[config.mk]
export PLATFORM = sky130hd
export DESIGN_NAME = multi_bounce_vga
export DESIGN_NICKNAME = d
export VERILOG_FILES = /design/src/rtl/vga_pkg.sv /design/src/rtl/vga_timing.sv /design/src/rtl/multi_bounce_vga.sv
export SDC_FILE = /design/constraint.sdc
export NUM_CORES = 2
export LEC_CHECK = 0
export ABC_AREA = 1
export CAP_MARGIN = 10
export CORE_MARGIN = 3
export CORE_UTILIZATION = 25
export DETAILED_ROUTE_END_ITERATION = 6
export GPL_TIMING_DRIVEN = 1
export SLEW_MARGIN = 20
export SYNTH_ARGS = -nofsm -noshare
export SYNTH_HDL_FRONTEND = slang
export SYNTH_SLANG_ARGS = --single-unit
export TNS_END_PERCENT = 10
[constraint.sdc]
create_clock -name CLK -period 13.1 [get_ports CLK]
set_clock_uncertainty 0.15 [all_clocks]
set_input_delay 2.62 -clock CLK [delete_from_list [all_inputs] [get_ports CLK]]
set_output_delay 2.62 -clock CLK [all_outputs]
set_load 0.01 [all_outputs]
[src/rtl/vga_pkg.sv]
// Shared VGA definitions: 640x480@60 timing, coordinate width, colour codes,
// ball state record and the per-axis wall-reflection step.
package vga_pkg;

    localparam int H_ACTIVE = 640;
    localparam int H_FP     = 16;
    localparam int H_SYNC   = 96;
    localparam int H_BP     = 48;
    localparam int H_TOTAL  = H_ACTIVE + H_FP + H_SYNC + H_BP;

    localparam int V_ACTIVE = 480;
    localparam int V_FP     = 10;
    localparam int V_SYNC   = 2;
    localparam int V_BP     = 33;
    localparam int V_TOTAL  = V_ACTIVE + V_FP + V_SYNC + V_BP;

    localparam int COORD_W  = 11;

    // Colour codes, bit order {R,G,B}
    localparam logic [2:0] RGB_BLACK = 3'b000;
    localparam logic [2:0] RGB_BLUE  = 3'b001;
    localparam logic [2:0] RGB_GREEN = 3'b010;
    localparam logic [2:0] RGB_CYAN  = 3'b011;
    localparam logic [2:0] RGB_RED   = 3'b100;

    typedef struct packed {
        logic [COORD_W-1:0] x;
        logic [COORD_W-1:0] y;
        logic               vx_neg;
        logic               vy_neg;
    } ball_t;

    typedef struct packed {
        logic [COORD_W-1:0] pos;
        logic               neg;
    } axis_t;

    // Colour of ball idx: code idx+1
    function automatic logic [2:0] ball_rgb(input int idx);
        logic [2:0] code;
        case (idx)
            0:       code = RGB_BLUE;
            1:       code = RGB_GREEN;
            2:       code = RGB_CYAN;
            3:       code = RGB_RED;
            default: code = RGB_BLACK;
        endcase
        return code;
    endfunction

    // One step along an axis; signed 12-bit so a move below zero cannot wrap
    function automatic axis_t step_axis(input logic [COORD_W-1:0] pos,
                                        input logic               neg,
                                        input logic [2:0]         step,
                                        input logic [COORD_W-1:0] lo,
                                        input logic [COORD_W-1:0] hi);
        logic signed [11:0] n;
        axis_t              res;
        if (neg) begin
            n = $signed({1'b0, pos}) - $signed({9'b0, step});
        end else begin
            n = $signed({1'b0, pos}) + $signed({9'b0, step});
        end
        if (n > $signed({1'b0, hi})) begin
            res.pos = hi;
            res.neg = 1'b1;
        end else if (n < $signed({1'b0, lo})) begin
            res.pos = lo;
            res.neg = 1'b0;
        end else begin
            res.pos = n[COORD_W-1:0];
            res.neg = neg;
        end
        return res;
    endfunction

endpackage

[src/rtl/vga_timing.sv]
// Pixel-enable divider, raster counters, raw sync windows, active flag and
// the once-per-frame update strobe (first blanking line, hcnt==0).
module vga_timing #(
    parameter int CLK_DIV  = 2,
    parameter int H_ACTIVE = vga_pkg::H_ACTIVE,
    parameter int H_FP     = vga_pkg::H_FP,
    parameter int H_SYNC   = vga_pkg::H_SYNC,
    parameter int H_BP     = vga_pkg::H_BP,
    parameter int V_ACTIVE = vga_pkg::V_ACTIVE,
    parameter int V_FP     = vga_pkg::V_FP,
    parameter int V_SYNC   = vga_pkg::V_SYNC,
    parameter int V_BP     = vga_pkg::V_BP
) (
    input  logic        i_clk,
    input  logic        i_rst,
    output logic        o_pe,
    output logic [10:0] o_hcnt,
    output logic [10:0] o_vcnt,
    output logic        o_active,
    output logic        o_hsync_raw,
    output logic        o_vsync_raw,
    output logic        o_update
);
    import vga_pkg::*;

    localparam int HT    = H_ACTIVE + H_FP + H_SYNC + H_BP;
    localparam int VT    = V_ACTIVE + V_FP + V_SYNC + V_BP;
    localparam int DIV_W = (CLK_DIV > 1) ? $clog2(CLK_DIV) : 1;

    logic [DIV_W-1:0] r_div;
    logic [10:0]      r_hcnt;
    logic [10:0]      r_vcnt;
    logic             w_pe;

    assign w_pe = (r_div == DIV_W'(CLK_DIV - 1));

    // Clock divider producing one pixel enable every CLK_DIV cycles
    always_ff @(posedge i_clk) begin
        if (i_rst) begin
            r_div <= '0;
        end else if (w_pe) begin
            r_div <= '0;
        end else begin
            r_div <= r_div + 1'b1;
        end
    end

    // Raster position: hcnt wraps each line, vcnt wraps each frame
    always_ff @(posedge i_clk) begin
        if (i_rst) begin
            r_hcnt <= 11'd0;
            r_vcnt <= 11'd0;
        end else if (w_pe) begin
            if (r_hcnt == 11'(HT - 1)) begin
                r_hcnt <= 11'd0;
                if (r_vcnt == 11'(VT - 1)) begin
                    r_vcnt <= 11'd0;
                end else begin
                    r_vcnt <= r_vcnt + 11'd1;
                end
            end else begin
                r_hcnt <= r_hcnt + 11'd1;
            end
        end
    end

    assign o_pe        = w_pe;
    assign o_hcnt      = r_hcnt;
    assign o_vcnt      = r_vcnt;
    assign o_active    = (r_hcnt < 11'(H_ACTIVE)) && (r_vcnt < 11'(V_ACTIVE));
    assign o_hsync_raw = !((r_hcnt >= 11'(H_ACTIVE + H_FP)) &&
                           (r_hcnt <  11'(H_ACTIVE + H_FP + H_SYNC)));
    assign o_vsync_raw = !((r_vcnt >= 11'(V_ACTIVE + V_FP)) &&
                           (r_vcnt <  11'(V_ACTIVE + V_FP + V_SYNC)));
    assign o_update    = w_pe && (r_hcnt == 11'd0) && (r_vcnt == 11'(V_ACTIVE));

endmodule

[src/rtl/multi_bounce_vga.sv]
// N_BALLS bouncing filled circles on a VGA raster. Ball state moves only in
// vertical blanking; sync and colour are registered together one pixel late.
module multi_bounce_vga #(
    parameter int N_BALLS   = 2,
    parameter int RADIUS    = 16,
    parameter int CLK_DIV   = 2,
    parameter int FRAME_DIV = 1,
    parameter int H_ACTIVE  = vga_pkg::H_ACTIVE,
    parameter int H_FP      = vga_pkg::H_FP,
    parameter int H_SYNC    = vga_pkg::H_SYNC,
    parameter int H_BP      = vga_pkg::H_BP,
    parameter int V_ACTIVE  = vga_pkg::V_ACTIVE,
    parameter int V_FP      = vga_pkg::V_FP,
    parameter int V_SYNC    = vga_pkg::V_SYNC,
    parameter int V_BP      = vga_pkg::V_BP
) (
    input  logic       CLK,
    input  logic       RESET,
    input  logic       PAUSE,
    input  logic [1:0] SPEED,
    output logic       HSYNC,
    output logic       VSYNC,
    output logic       R,
    output logic       G,
    output logic       B
);
    import vga_pkg::*;

    localparam logic [10:0] X_HI  = 11'(H_ACTIVE - 1 - RADIUS);
    localparam logic [10:0] Y_HI  = 11'(V_ACTIVE - 1 - RADIUS);
    localparam logic [10:0] LO    = 11'(RADIUS);
    localparam logic [23:0] R_SQ  = 24'(RADIUS * RADIUS);

    logic        w_pe;
    logic [10:0] w_hcnt;
    logic [10:0] w_vcnt;
    logic        w_active;
    logic        w_hsync_raw;
    logic        w_vsync_raw;
    logic        w_update;

    ball_t               r_ball      [N_BALLS];
    ball_t               w_ball_next [N_BALLS];
    logic [N_BALLS-1:0]  w_hit;
    logic [3:0]          r_frame_cnt;
    logic [2:0]          w_step;
    logic [2:0]          w_pix_rgb;
    logic                r_hsync;
    logic                r_vsync;
    logic [2:0]          r_rgb;

    vga_timing #(
        .CLK_DIV (CLK_DIV),
        .H_ACTIVE(H_ACTIVE), .H_FP(H_FP), .H_SYNC(H_SYNC), .H_BP(H_BP),
        .V_ACTIVE(V_ACTIVE), .V_FP(V_FP), .V_SYNC(V_SYNC), .V_BP(V_BP)
    ) u_timing (
        .i_clk       (CLK),
        .i_rst       (RESET),
        .o_pe        (w_pe),
        .o_hcnt      (w_hcnt),
        .o_vcnt      (w_vcnt),
        .o_active    (w_active),
        .o_hsync_raw (w_hsync_raw),
        .o_vsync_raw (w_vsync_raw),
        .o_update    (w_update)
    );

    assign w_step = {1'b0, SPEED} + 3'd1;

    for (genvar gi = 0; gi < N_BALLS; gi++) begin : g_ball
        logic signed [11:0] w_dx;
        logic signed [11:0] w_dy;
        logic signed [23:0] w_dx_w;
        logic signed [23:0] w_dy_w;
        logic signed [23:0] w_dx2;
        logic signed [23:0] w_dy2;
        logic        [23:0] w_dist;
        axis_t              w_xa;
        axis_t              w_ya;

        assign w_dx   = $signed({1'b0, w_hcnt}) - $signed({1'b0, r_ball[gi].x});
        assign w_dy   = $signed({1'b0, w_vcnt}) - $signed({1'b0, r_ball[gi].y});
        assign w_dx_w = 24'(w_dx);
        assign w_dy_w = 24'(w_dy);
        assign w_dx2  = w_dx_w * w_dx_w;
        assign w_dy2  = w_dy_w * w_dy_w;
        assign w_dist = $unsigned(w_dx2) + $unsigned(w_dy2);
        assign w_hit[gi] = (w_dist <= R_SQ);

        assign w_xa = step_axis(r_ball[gi].x, r_ball[gi].vx_neg, w_step, LO, X_HI);
        assign w_ya = step_axis(r_ball[gi].y, r_ball[gi].vy_neg, w_step, LO, Y_HI);
        assign w_ball_next[gi] = '{x: w_xa.pos, y: w_ya.pos,
                                   vx_neg: w_xa.neg, vy_neg: w_ya.neg};
    end

    // Priority mux: scan from highest index down so the lowest index wins
    always_comb begin
        w_pix_rgb = RGB_BLACK;
        for (int i = N_BALLS - 1; i >= 0; i--) begin
            w_pix_rgb = w_hit[i] ? ball_rgb(i) : w_pix_rgb;
        end
    end

    // Frame divider and ball motion, only at the blanking update strobe
    always_ff @(posedge CLK) begin
        if (RESET) begin
            r_frame_cnt <= 4'd0;
            for (int i = 0; i < N_BALLS; i++) begin
                r_ball[i] <= '{x: 11'(100 + 64 * i), y: 11'(100 + 48 * i),
                               vx_neg: 1'(i % 2), vy_neg: 1'b0};
            end
        end else if (w_update && !PAUSE) begin
            if (r_frame_cnt == 4'(FRAME_DIV - 1)) begin
                r_frame_cnt <= 4'd0;
                for (int i = 0; i < N_BALLS; i++) begin
                    r_ball[i] <= w_ball_next[i];
                end
            end else begin
                r_frame_cnt <= r_frame_cnt + 4'd1;
            end
        end
    end

    // Output stage: sync and colour registered together on the pixel enable
    always_ff @(posedge CLK) begin
        if (RESET) begin
            r_hsync <= 1'b1;
            r_vsync <= 1'b1;
            r_rgb   <= RGB_BLACK;
        end else if (w_pe) begin
            r_hsync <= w_hsync_raw;
            r_vsync <= w_vsync_raw;
            r_rgb   <= w_active ? w_pix_rgb : RGB_BLACK;
        end
    end

    assign HSYNC = r_hsync;
    assign VSYNC = r_vsync;
    assign R     = r_rgb[2];
    assign G     = r_rgb[1];
    assign B     = r_rgb[0];

endmodule

==> results.py <==
metrics = {
    "placement": {
        "dp_hpwl_um": 57900,
        "place_congestion": 0.889,
        "dpl_cell_area_um2": 29500,
        "port_buffers": 8,
    },
    "logic_synthesis": {
        "synth-edff-count": 48,
        "synth.most_common_cell": "inv_1",
        "ys_ff_latch": 79,
        "async_flop_share_pct": 0,
        "synthFlopType": "edfxtp_1",
        "netlist.area_leader.share_pct": 41.5,
        "synthAdderAreaFrac_pct": 53.4,
        "synthSimpleGateAreaFrac_pct": 15.7,
        "synth.avg_cell_area_um2": 8.27,
        "ys_seq_area_share_pct": 7.44,
        "synth_top_family_by_area": "adder cells",
        "yosysWarnings": 0,
        "yosysTopAreaCell": "fa_1",
        "synth.distinct_cells": 61,
        "synth.top_cells.by_count": "1010 x inv_1, 574 x fa_1, 483 x nand2_1",
        "synth-compound-area-share_pct": 5.32,
        "synthMuxAreaShare_pct": 0.0723,
        "netlist_instances": 3352,
        "syn_area_um2": 27700,
        "synth.area.top_cells": "fa_1 41%, inv_1 14%, ha_1 12%",
        "synth_xor_area_share_pct": 3.42,
    },
    "clocking": {
        "cts-root-buf": "clkbuf_16",
        "cts-hold-fix-buffers": 0,
        "clock_latency_ps": 360,
        "clk_pin_slew_ps": 70,
        "cts_resized": 0,
        "cts_buffers": 9,
        "post_cts_buffers": 0,
        "cts_tree": "done",
        "clock_sinks": 79,
        "clk_path_buf_depth": 2,
        "htree_levels": 3,
    },
    "sta": {
        "worst_pin_slew_ps": 891,
        "hold_viol": 0,
        "slew_viol_final": 0,
        "fin_setup_tns_ps": 0,
        "setup_violations": 0,
        "max_freq_ghz": 0.105,
        "slew-limit-headroom_pct": 40.4,
        "holdWs_ps": 320,
        "rsz0062_at_grt": "false",
        "post-route-period-util_pct": 72.5,
        "period_minus_slack_ps": 9500,
    },
    "finish": {
        "fin_area_um2": 29800,
        "fillCellCount": 11800,
        "syn_to_final_growth_pct": 7.72,
        "drive_gt1_share_pct": 3.88,
        "nets": 4191,
        "finish.utilization_pct": 27.3,
    },
    "worst_setup_path": {
        "r2r_slack_ps": 3600,
        "cp.arrival_ps": 9590,
        "crit_type": "reg -> reg",
        "start_kind": "flop",
        "crit_slowest_cell": "fa_1",
        "crit_path_frequent_cell": "fa_1",
        "cpPeakStageDelay_ps": 730,
        "end_kind": "flop",
        "required_ps": 13190,
        "critPathMaxFanout": 8,
    },
    "route": {
        "avgRoutedWirePerCell_um": 13.5,
        "routed_wirelength_um": 65300,
        "vias": 20200,
        "first_pass_iters": 5,
        "ant_nets": 0,
        "drt_iter0_drc": 1087,
        "drc": 0,
        "vias_per_cell": 4.19,
    },
    "die": {
        "io_pins": 10,
        "core_region_area_um2": 109000,
        "die_area_um2": 115000,
        "dieHeight_um": 339,
        "die_w_um": 339,
        "rows": 121,
        "start_util_pct": 25.3,
    },
    "worst_hold_path": {
        "hold_class": "reg -> reg",
    },
    "grt": {
        "grt_max_degree": 30,
        "grt_first_pass_wirelength_um": 111000,
        "grt_remaining_overflow": 0,
        "gr-usage-all-layers_pct": 11.9,
        "antenna_found_initial": 1,
        "grt_pass1_vias": 21500,
    },
    "run": {
        "cap_viol_max_count": 0,
    },
    "outcome": {
        "outcome": "completed",
    },
}
logic make-up after synthesis:
logic type,Yosys count
muxes,2
adders and majority gates,837
buffers and inverters,1068
AOI/OAI and AO/OA,245
and+or+nand+nor,1016
other,1
DFF,79
xor gates and xnor gates,104
worst max-delay path, delay by kind of cell (launching register included):
family / cells / cell delay (ps)
adder cells (fa/ha/maj): 10 / 4630
XOR/XNOR: 2 / 850
AND/OR/NAND/NOR: 10 / 2260
buffers and inverters: 8 / 890
AO/OA/AOI/OAI: 2 / 230
flip-flops: 1 / 380
through the flow:
step,setup WS (ps),std cells
2_1_floorplan,5110,3358
3_3_place_gp,3640,4814
3_5_place_dp,3680,4814
4_1_cts,3620,4830
5_1_grt,3040,4830
6_report,3600,4831
per-layer routing:
layer / vias up / track usage [%] / part of all wire (%)
li1: 9841 / - / -
met1: 9961 / 16.1 / 45
met2: 364 / 20.3 / 48
met3: 53 / 1.57 / 5.0
met4: 0 / 2.12 / 1.7
met5: - / 0 / 0
worst paths after layout:
path                                          from              to  depth (start not counted)
worst max-delay path            u_timing.o_vcnt[0]        r_rgb[1]                         32
worst min-delay path                r_frame_cnt[3]  r_frame_cnt[3]                          2
worst max register to register  u_timing.o_vcnt[0]        r_rgb[1]                         32
worst min register to register      r_frame_cnt[3]  r_frame_cnt[3]                          2
final cells by class:
cell class                 count  area, µm²  share of cell area, %
antenna                        1       2.50                0.00838
clock buffer                   9        225                  0.755
clock inverter                 7       80.1                  0.268
inverter                    1034       3890                   13.0
multi-input combinational   2211      21600                   72.4
sequential                    79       2060                   6.91
tap                         1476       1850                   6.19
timing repair buffer          14        125                  0.419
cells in the final DEF (no fill, tap or decap), drive strengths merged, types with 6 or more instances in the layout:
master | Yosys | final
inv | 1033 | 1035
fa | 574 | 574
nand2 | 506 | 506
nor2 | 310 | 310
ha | 263 | 263
a21oi | 130 | 130
nand3 | 79 | 79
o21ai | 59 | 59
xor2 | 55 | 55
xnor2 | 49 | 49
edfxtp | 48 | 48
nand4 | 33 | 33
dfxtp | 31 | 31
nor3 | 28 | 28
or2 | 28 | 28
o21bai | 19 | 19
nand3b | 14 | 14
clkbuf | 19 | 9
clkdlybuf4s50 | 0 | 8
nor4 | 7 | 7
a21o | 7 | 7
conb | 1 | 7
o31ai | 6 | 6
nor3b | 6 | 6
buf | 15 | 6
state kept, by name, summed over array words and instances (netlist names):
register,count
u_timing.o_vcnt,11
u_timing.o_pe,1
r_frame_cnt,4
r_rgb,2
VSYNC,1
r_ball,48
HSYNC,1
u_timing.o_hcnt,11
Power is left out: the tool's default activity adds up to more than one toggle a clock period on the data nets, which glitch-free logic cannot reach.
